===== src/rtl/program_loader_pkg.sv =====
// Shared constants for the boot-time program loader.
// Loader and UART receiver state encodings plus default parameters.
package program_loader_pkg;

   localparam int DEFAULT_CLK_PER_BIT          = 868;
   localparam int DEFAULT_ROM_ADDRESS_BITWIDTH = 12;

   localparam logic [1:0] LOADER_STATE_LOAD_COUNT = 2'd0;
   localparam logic [1:0] LOADER_STATE_LOAD_WORD  = 2'd1;
   localparam logic [1:0] LOADER_STATE_DONE       = 2'd2;

   localparam logic [1:0] UART_STATE_IDLE  = 2'd0;
   localparam logic [1:0] UART_STATE_START = 2'd1;
   localparam logic [1:0] UART_STATE_DATA  = 2'd2;
   localparam logic [1:0] UART_STATE_STOP  = 2'd3;

   // Word capacity of an instruction memory with the given byte-address width.
   function automatic logic [31:0] word_capacity(input int addr_bits);
      return 32'(1) << (addr_bits - 2);
   endfunction

endpackage


===== src/rtl/program_loader_uart_rx.sv =====
// 8N1 UART receiver with a 2-flop synchroniser and start-bit glitch rejection.
// Emits a one-cycle byte_valid or byte_error at the stop-bit sample point.
module uart_rx
   import program_loader_pkg::*;
#(
   parameter int CLK_PER_BIT = DEFAULT_CLK_PER_BIT
) (
   input  logic       clk,
   input  logic       reset,
   input  logic       rxd,
   output logic       byte_valid,
   output logic [7:0] byte_data,
   output logic       byte_error
);

   localparam int CNT_W = $clog2(CLK_PER_BIT);
   localparam logic [CNT_W-1:0] HALF_LAST = CNT_W'(CLK_PER_BIT / 2 - 1);
   localparam logic [CNT_W-1:0] BIT_LAST  = CNT_W'(CLK_PER_BIT - 1);

   logic             sync_1;
   logic             sync_2;
   logic             sync_prev;
   logic             falling;
   logic [1:0]       state;
   logic [CNT_W-1:0] cnt;
   logic [2:0]       bit_idx;
   logic [7:0]       shreg;

   assign falling   = sync_prev & ~sync_2;
   assign byte_data = shreg;

   // Bring the asynchronous line into the clock domain and keep one
   // extra stage so a falling edge can be detected.
   always_ff @(posedge clk) begin
      if (reset) begin
         sync_1    <= 1'b1;
         sync_2    <= 1'b1;
         sync_prev <= 1'b1;
      end else begin
         sync_1    <= rxd;
         sync_2    <= sync_1;
         sync_prev <= sync_2;
      end
   end

   // Frame sequencer: verify start bit at mid-bit, shift 8 data bits
   // LSB first, then judge the stop bit and re-arm immediately.
   always_ff @(posedge clk) begin
      if (reset) begin
         state      <= UART_STATE_IDLE;
         cnt        <= '0;
         bit_idx    <= '0;
         shreg      <= '0;
         byte_valid <= 1'b0;
         byte_error <= 1'b0;
      end else begin
         byte_valid <= 1'b0;
         byte_error <= 1'b0;
         case (state)
            UART_STATE_IDLE: begin
               cnt <= '0;
               if (falling) begin
                  state <= UART_STATE_START;
               end
            end
            UART_STATE_START: begin
               if (cnt == HALF_LAST) begin
                  cnt     <= '0;
                  bit_idx <= '0;
                  state   <= sync_2 ? UART_STATE_IDLE : UART_STATE_DATA;
               end else begin
                  cnt <= cnt + 1'b1;
               end
            end
            UART_STATE_DATA: begin
               if (cnt == BIT_LAST) begin
                  cnt   <= '0;
                  shreg <= {sync_2, shreg[7:1]};
                  if (bit_idx == 3'd7) begin
                     state <= UART_STATE_STOP;
                  end
                  bit_idx <= bit_idx + 1'b1;
               end else begin
                  cnt <= cnt + 1'b1;
               end
            end
            default: begin
               if (cnt == BIT_LAST) begin
                  cnt        <= '0;
                  byte_valid <= sync_2;
                  byte_error <= ~sync_2;
                  state      <= UART_STATE_IDLE;
               end else begin
                  cnt <= cnt + 1'b1;
               end
            end
         endcase
      end
   end

endmodule


===== src/rtl/program_loader.sv =====
// Boot loader: streams a word count and program words from UART into
// instruction memory, holding the CPU in reset until the load completes.
module program_loader
   import program_loader_pkg::*;
#(
   parameter int CLK_PER_BIT          = DEFAULT_CLK_PER_BIT,
   parameter int ROM_ADDRESS_BITWIDTH = DEFAULT_ROM_ADDRESS_BITWIDTH
) (
   input  logic                            clk,
   input  logic                            reset,
   input  logic                            uart_rxd,
   output logic                            imem_wren,
   output logic [ROM_ADDRESS_BITWIDTH-1:0] imem_address,
   output logic [31:0]                     imem_write_data,
   output logic                            cpu_reset_n,
   output logic                            loading,
   output logic                            framing_error,
   output logic                            overflow
);

   localparam logic [31:0] CAPACITY = word_capacity(ROM_ADDRESS_BITWIDTH);

   logic        byte_valid;
   logic [7:0]  byte_data;
   logic        byte_error;
   logic [1:0]  state;
   logic [1:0]  byte_idx;
   logic [23:0] partial;
   logic [31:0] word;
   logic [31:0] word_count;
   logic [31:0] word_idx;
   logic        accepting;
   logic        word_done;

   uart_rx #(
      .CLK_PER_BIT(CLK_PER_BIT)
   ) u_rx (
      .clk       (clk),
      .reset     (reset),
      .rxd       (uart_rxd),
      .byte_valid(byte_valid),
      .byte_data (byte_data),
      .byte_error(byte_error)
   );

   assign accepting = (state != LOADER_STATE_DONE);
   assign word_done = byte_valid && accepting && (byte_idx == 2'd3);
   assign word      = {byte_data, partial};
   assign loading   = ~cpu_reset_n;

   // Little-endian byte assembly; the 4th byte completes the word
   // combinationally so it can be consumed the same cycle.
   always_ff @(posedge clk) begin
      if (reset) begin
         byte_idx <= '0;
         partial  <= '0;
      end else if (byte_valid && accepting) begin
         byte_idx <= byte_idx + 1'b1;
         case (byte_idx)
            2'd0:    partial[7:0]   <= byte_data;
            2'd1:    partial[15:8]  <= byte_data;
            2'd2:    partial[23:16] <= byte_data;
            default: partial        <= partial;
         endcase
      end
   end

   // Loader FSM: latch the count, write words at consecutive addresses
   // (suppressing writes beyond capacity), then release the CPU.
   always_ff @(posedge clk) begin
      if (reset) begin
         state           <= LOADER_STATE_LOAD_COUNT;
         word_count      <= '0;
         word_idx        <= '0;
         imem_wren       <= 1'b0;
         imem_address    <= '0;
         imem_write_data <= '0;
         cpu_reset_n     <= 1'b0;
         framing_error   <= 1'b0;
         overflow        <= 1'b0;
      end else begin
         imem_wren <= 1'b0;
         if (byte_error && accepting) begin
            framing_error <= 1'b1;
         end
         if (word_done) begin
            case (state)
               LOADER_STATE_LOAD_COUNT: begin
                  word_count <= word;
                  word_idx   <= '0;
                  if (word > CAPACITY) begin
                     overflow <= 1'b1;
                  end
                  if (word == 32'd0) begin
                     state       <= LOADER_STATE_DONE;
                     cpu_reset_n <= 1'b1;
                  end else begin
                     state <= LOADER_STATE_LOAD_WORD;
                  end
               end
               LOADER_STATE_LOAD_WORD: begin
                  if (word_idx < CAPACITY) begin
                     imem_wren       <= 1'b1;
                     imem_address    <= {word_idx[ROM_ADDRESS_BITWIDTH-3:0], 2'b00};
                     imem_write_data <= word;
                  end
                  word_idx <= word_idx + 32'd1;
                  if (word_idx + 32'd1 == word_count) begin
                     state       <= LOADER_STATE_DONE;
                     cpu_reset_n <= 1'b1;
                  end
               end
               default: begin
                  state <= state;
               end
            endcase
         end
      end
   end

endmodule


===== config.mk =====
export PLATFORM = sky130hd
export DESIGN_NAME = program_loader
export DESIGN_NICKNAME = d
export VERILOG_FILES = /design/src/rtl/program_loader_pkg.sv /design/src/rtl/program_loader_uart_rx.sv /design/src/rtl/program_loader.sv
export SDC_FILE = /design/constraint.sdc
export NUM_CORES = 1
export LEC_CHECK = 0
export ABC_AREA = 0
export BUFFER_PORTS_ARGS = -buffer_cell sky130_fd_sc_hd__buf_2
export CORE_MARGIN = 2
export CORE_UTILIZATION = 40
export DETAILED_ROUTE_END_ITERATION = 10
export PLACE_DENSITY = 0.55
export RECOVER_POWER = 100
export SLEW_MARGIN = 20
export SYNTH_ARGS = -nofsm -noshare
export SYNTH_HDL_FRONTEND = slang
export SYNTH_SLANG_ARGS = --single-unit

===== constraint.sdc =====
create_clock -name clk -period 7.4 [get_ports clk]
set_input_delay 1.48 -clock clk [delete_from_list [all_inputs] [get_ports clk]]
set_output_delay 1.48 -clock clk [all_outputs]
set_load 0.05 [all_outputs]

# Yosys cells after proc, flatten, opt, wreduce, memory -nomap -nowiden
# Cells that the tools add are included.
dict set report classes {
  add_sub_neg 4
  magnitude_cmp 2
  n_eq_ne 17
  n_mux 21
  n_bitwise 6
  reduce_logical 24
}
# op count
set op_table {}
lappend op_table {{$pmux W32 S2} 1}
lappend op_table {{$add A32 B1 Y32 const B} 1}
lappend op_table {{$eq A32 B32 Y1} 1}
lappend op_table {{$gt A32 B11 Y1 const B} 1}
lappend op_table {{$logic_not A32 Y1} 1}
lappend op_table {{$lt A32 B11 Y1 const B} 1}
lappend op_table {{$mux W10} 2}
lappend op_table {{$pmux W10 S2} 1}
lappend op_table {{$mux W2} 8}
lappend op_table {{$reduce_and A2 Y1} 6}
lappend op_table {{$reduce_and A3 Y1} 4}
lappend op_table {{$add A10 B1 Y10 const B} 1}
lappend op_table {{$eq A10 B10 Y1 const B} 1}
lappend op_table {{$eq A10 B9 Y1 const B} 1}
lappend op_table {{$ne A2 B1 Y1 const B} 4}
lappend op_table {{$eq A2 B1 Y1 const B} 3}
lappend op_table {{$eq A2 B2 Y1 const B} 3}
lappend op_table {{$logic_not A2 Y1} 3}
lappend op_table {{$mux W3} 2}
lappend op_table {{$ne A2 B2 Y1 const B} 3}
lappend op_table {{$pmux W2 S3} 1}
lappend op_table {{$pmux W3 S2} 1}
lappend op_table {{$not A1 Y1} 5}
lappend op_table {{$reduce_and A5 Y1} 1}
lappend op_table {{other kinds (13)} 18}
dict set report totals {
  regBits 166
  output_inout_bits 49
}

# Longest topological paths before layout
dict set report depth {
  depth_word 5
  depth_mapped 9
}

# By module
# A second synthesis with hierarchy kept.
dict set report hier_totals {
  hier_cells 1054
  hier_area_um2 8184.1
}
# mod n_inst cells_each area_per_inst_um2 seq_area_each_um2
set by_module_without_submodules {}
lappend by_module_without_submodules {program_loader 1 917 6851.6 2762.6}
lappend by_module_without_submodules {uart_rx 1 137 1332.5 560.5}

# Worst setup path before layout
# OpenSTA, ideal clock, no wires.
dict set report synth_path {
  path_kind {register -> register}
  start {register word_idx[0]}
  end {register state[0]}
  arrival_ns 2.632
  required_ns 7.284
  setup_slack_ns 4.653
  stages_incl_launch_ff 10
  period_less_slack_ns 2.747
  path_cell_list {dfxtp_1 -> ha_1 -> nand3_4 -> or4_4 -> or4_4 -> xnor2_2 -> o2111ai_1 -> nor4_1 -> nand2_1 -> a31o_1}
}
dict set report synth_via {
  elab_chain_len 4
}
# item line
set synth_lines {}
lappend synth_lines {{from (decl)} program_loader.sv:31} ;# logic [31:0] word_idx;
lappend synth_lines {{from (signal assigned)} program_loader.sv:107} ;# word_idx <= word_idx + 32'd1;
lappend synth_lines {{$add A32 B1 Y32} program_loader.sv:108} ;# if (word_idx + 32'd1 == word_count) begin
lappend synth_lines {{$eq A32 B32 Y1} program_loader.sv:108}
lappend synth_lines {{$ne A2 B2 Y1 (no line)} --}
lappend synth_lines {{$reduce_and A3 Y1 (no line)} --}
lappend synth_lines {{to (signal assigned)} program_loader.sv:114} ;# state <= state;
lappend synth_lines {{to (decl)} program_loader.sv:26} ;# logic [1:0] state;
# Every way passes these cells.
# A chain may end at the register's enable or synchronous reset.

# Final worst setup path
dict set report layout_path {
  start {input reset}
  end {register word_idx[2]}
}
# item line
set layout_lines {}
lappend layout_lines {{from (decl)} program_loader.sv:10} ;# input logic reset,
# No word-level cell between the ends.

==> results.cfg <==
[drt]
first_pass_iters = 5
finalWirelength_um = 20760
postRouteAntennaNets = 0
post_drt_wl_per_cell_um = 16.85
vias = 6627
first_iter_violations = 557
avgViaCountPerCell = 5.379
drc_errors = 0

[cells_and_area]
drive_gt1_share_pct = 5.711
num_antenna_cells = 0
finalInstanceArea_mm2 = 0.008367
fin_nets = 998
area_growth_pct = 10.00
fillers = 1893

[logic_synthesis]
yosysTopAreaCellShare_pct = 43.69
synthArstFlopShare_pct = 0
synth_common_cells = nand2_1, dfxtp_1, a21oi_1
yosysWarningCount = 0
ys_seq_area_share_pct = 43.69
yosys_most_used_dff = dfxtp_1
synth_edf_count = 0
syn_area_mm2 = 0.007606
synth.distinct_cells = 52
yosys.area.top_type = dfxtp_1
netlist_top_cells_area = dfxtp_1, nand2_1, a21oi_1
yosysMostFrequentCell = nand2_1
ys_ff_latch = 166
synthCells = 986
avgSynthCellArea_um2 = 7.714

[critical_path]
slowest_delay_ns = 2.66
critPathLaunchType = primary input
crit_chain = clkbuf_1 -> buf_4 -> nor2_1
cp_slowest_cell = clkbuf_1
r2r_slack_ns = 4.20
critPathMaxFanout = 88
crit_path_end_kind = flip-flop
worstPathArrival_ns = 5.24
crit_required_ns = 7.69
crit_type = primary input to flip-flop

[global_routing]
gr-total-overflow = 0
grt_max_degree = 89
track_usage_pct = 21.05
grt_pass1_wl_um = 33260
antenna_found_initial = 0
grt_pass1_vias = 5968

[clock_network]
path_clk_slew_ns = 0.07
postCtsSetupBuffers = 0
cts_tree = yes
clkSinkCount = 166
h-tree-depth = 4
ctsResizeCount = 0
cts.path.max_buffers = 2
clkLatencyLatePin_ns = 0.43
clockRootBuffer = clkbuf_16
cts_buffers = 17
hold_buffers = 0

[floorplanning]
die_x_um = 141.9
num_rows = 50
fp.dieH_um = 141.9
start_util_pct = 40.66
ioPinCount = 52
core_mm2 = 0.01871
die_area_mm2 = 0.02013

[timing]
fin_skew_ns = 0.009404
worst_slew_pin_slew_ns = 3.843
fmax_mhz = 201.7
relSlewSlack_pct = -156.2
setup_viol = 0
period_share_pct = 66.98
rsz0062_at_grt = false
drv_slew = 89
fin_crit_ns = 4.957
hold_ws_ns = 0.4417
hold_violations = 0
tns_ns = 0

[placed_design]
hpwl_um = 13650
place.gp.congestion = 0.8788
placed_cell_area_mm2 = 0.007875
port_buffers = 49

[outcome]
violations = capacitance limit, slew limit
outcome = finished, violations left

[power_and_ir_drop]
power.total_mw = 1.773
power.density_mw_per_mm2 = 212.0
leakagePower_nw = 2.589
max-vdd-ir-drop_mv = 0.1572

[flow_run]
drv_cap = 1

[hold_path]
hp-class = flip-flop to flip-flop
[final cells by class]
| cell class | instances | area [um2] | share of cell area (%) |
|---|---|---|---|
| well taps | 234 | 292.8 | 3.499 |
| multi-input cells | 731 | 3902 | 46.64 |
| clock inverters | 12 | 121.4 | 1.451 |
| flip-flops and latches | 166 | 3323 | 39.72 |
| repair buffers | 57 | 245.2 | 2.931 |
| clock buffers | 19 | 432.9 | 5.174 |
| inverters | 13 | 48.80 | 0.5832 |
[power by group]
part | internal (mW) | switching, mW | leakage, nW | total (mW)
sequential | 0.894 | 0.00154 | 1.34 | 0.896
clock | 0.468 | 0.389 | 0.263 | 0.857
combinational | 0.00294 | 0.0179 | 0.989 | 0.0209
total | 1.37 | 0.408 | 2.59 | 1.77
[path summary, 6_finish.rpt]
kind / to / cells after the start / start
min reg2reg: u_rx.sync_2 / 1 / u_rx.sync_1
max: word_idx[2] / 3 / reset
min: u_rx.sync_2 / 1 / u_rx.sync_1
max reg2reg: state[0] / 8 / word_idx[8]
[metrics by stage]
| stage | util (%) | setup slack, ns | std cells |
|---|---|---|---|
| after floorplan | - | 4.653 | 987 |
| after global placement | 42.10 | 4.190 | 1201 |
| after detailed placement | 42.10 | 4.163 | 1201 |
| after CTS | 45.06 | 4.247 | 1232 |
| after global routing | 44.73 | 1.997 | 1232 |
| final | 44.73 | 2.443 | 1232 |
[cells by family (layout without fill, tap and decap cells)]
kind of cell               count (synthesis)  in the layout  share of synthesized area (%)
AOI/OAI and AO/OA                        185            185                          13.08
xor gates and xnor gates                  58             58                          6.778
adders and majority gates                  9              9                          1.481
buffers and inverters                     90            101                          5.149
DFF                                      166            166                          43.69
muxes                                     12             12                          1.612
other                                      1              2                        0.04930
and+or+nand+nor                          465            465                          28.16
[sequential cells by signal, summed over array words and instances, names as in the netlist, 2 cells and up]
signal,flops
byte_idx,2
imem_address,10
imem_write_data,32
partial,24
state,2
u_rx.bit_idx,3
u_rx.byte_data,8
u_rx.cnt,10
u_rx.state,2
word_count,32
word_idx,32
[metal layers]
layer	up-vias	GRT usage [%]	share of wire, %
met5	-	0	0
met4	0	6.105	1.6
met3	20	3.847	4.4
met2	156	30.76	44
met1	3090	31.51	50
li1	3361	-	-
[worst max-delay path: cells and delay by family]
kind / cells / cell delay (ns)
buffers and inverters: 2 / 3.60
AND/OR/NAND/NOR: 1 / 0.11
[cells in the final DEF, fill, tap and decap left out, types with 6 or more instances in the layout]
cell type | Yosys | routed
clkbuf_16 | 0 | 17
mux2i_1 | 10 | 10
nor3_1 | 23 | 22
nand2_1 | 231 | 231
xnor2_1 | 49 | 49
or4_1 | 7 | 7
nor4_1 | 21 | 21
and3_1 | 6 | 6
or3_1 | 8 | 8
nor2_1 | 75 | 74
and4_1 | 6 | 6
nand4_1 | 19 | 19
a21oi_1 | 141 | 141
buf_4 | 7 | 8
xor2_1 | 8 | 8
o21ai_0 | 18 | 18
nand3_1 | 46 | 46
clkbuf_1 | 57 | 50
dfxtp_1 | 166 | 166
inv_1 | 13 | 13
ha_1 | 9 | 9
No activity file was read; power rests on OpenSTA's default activity.
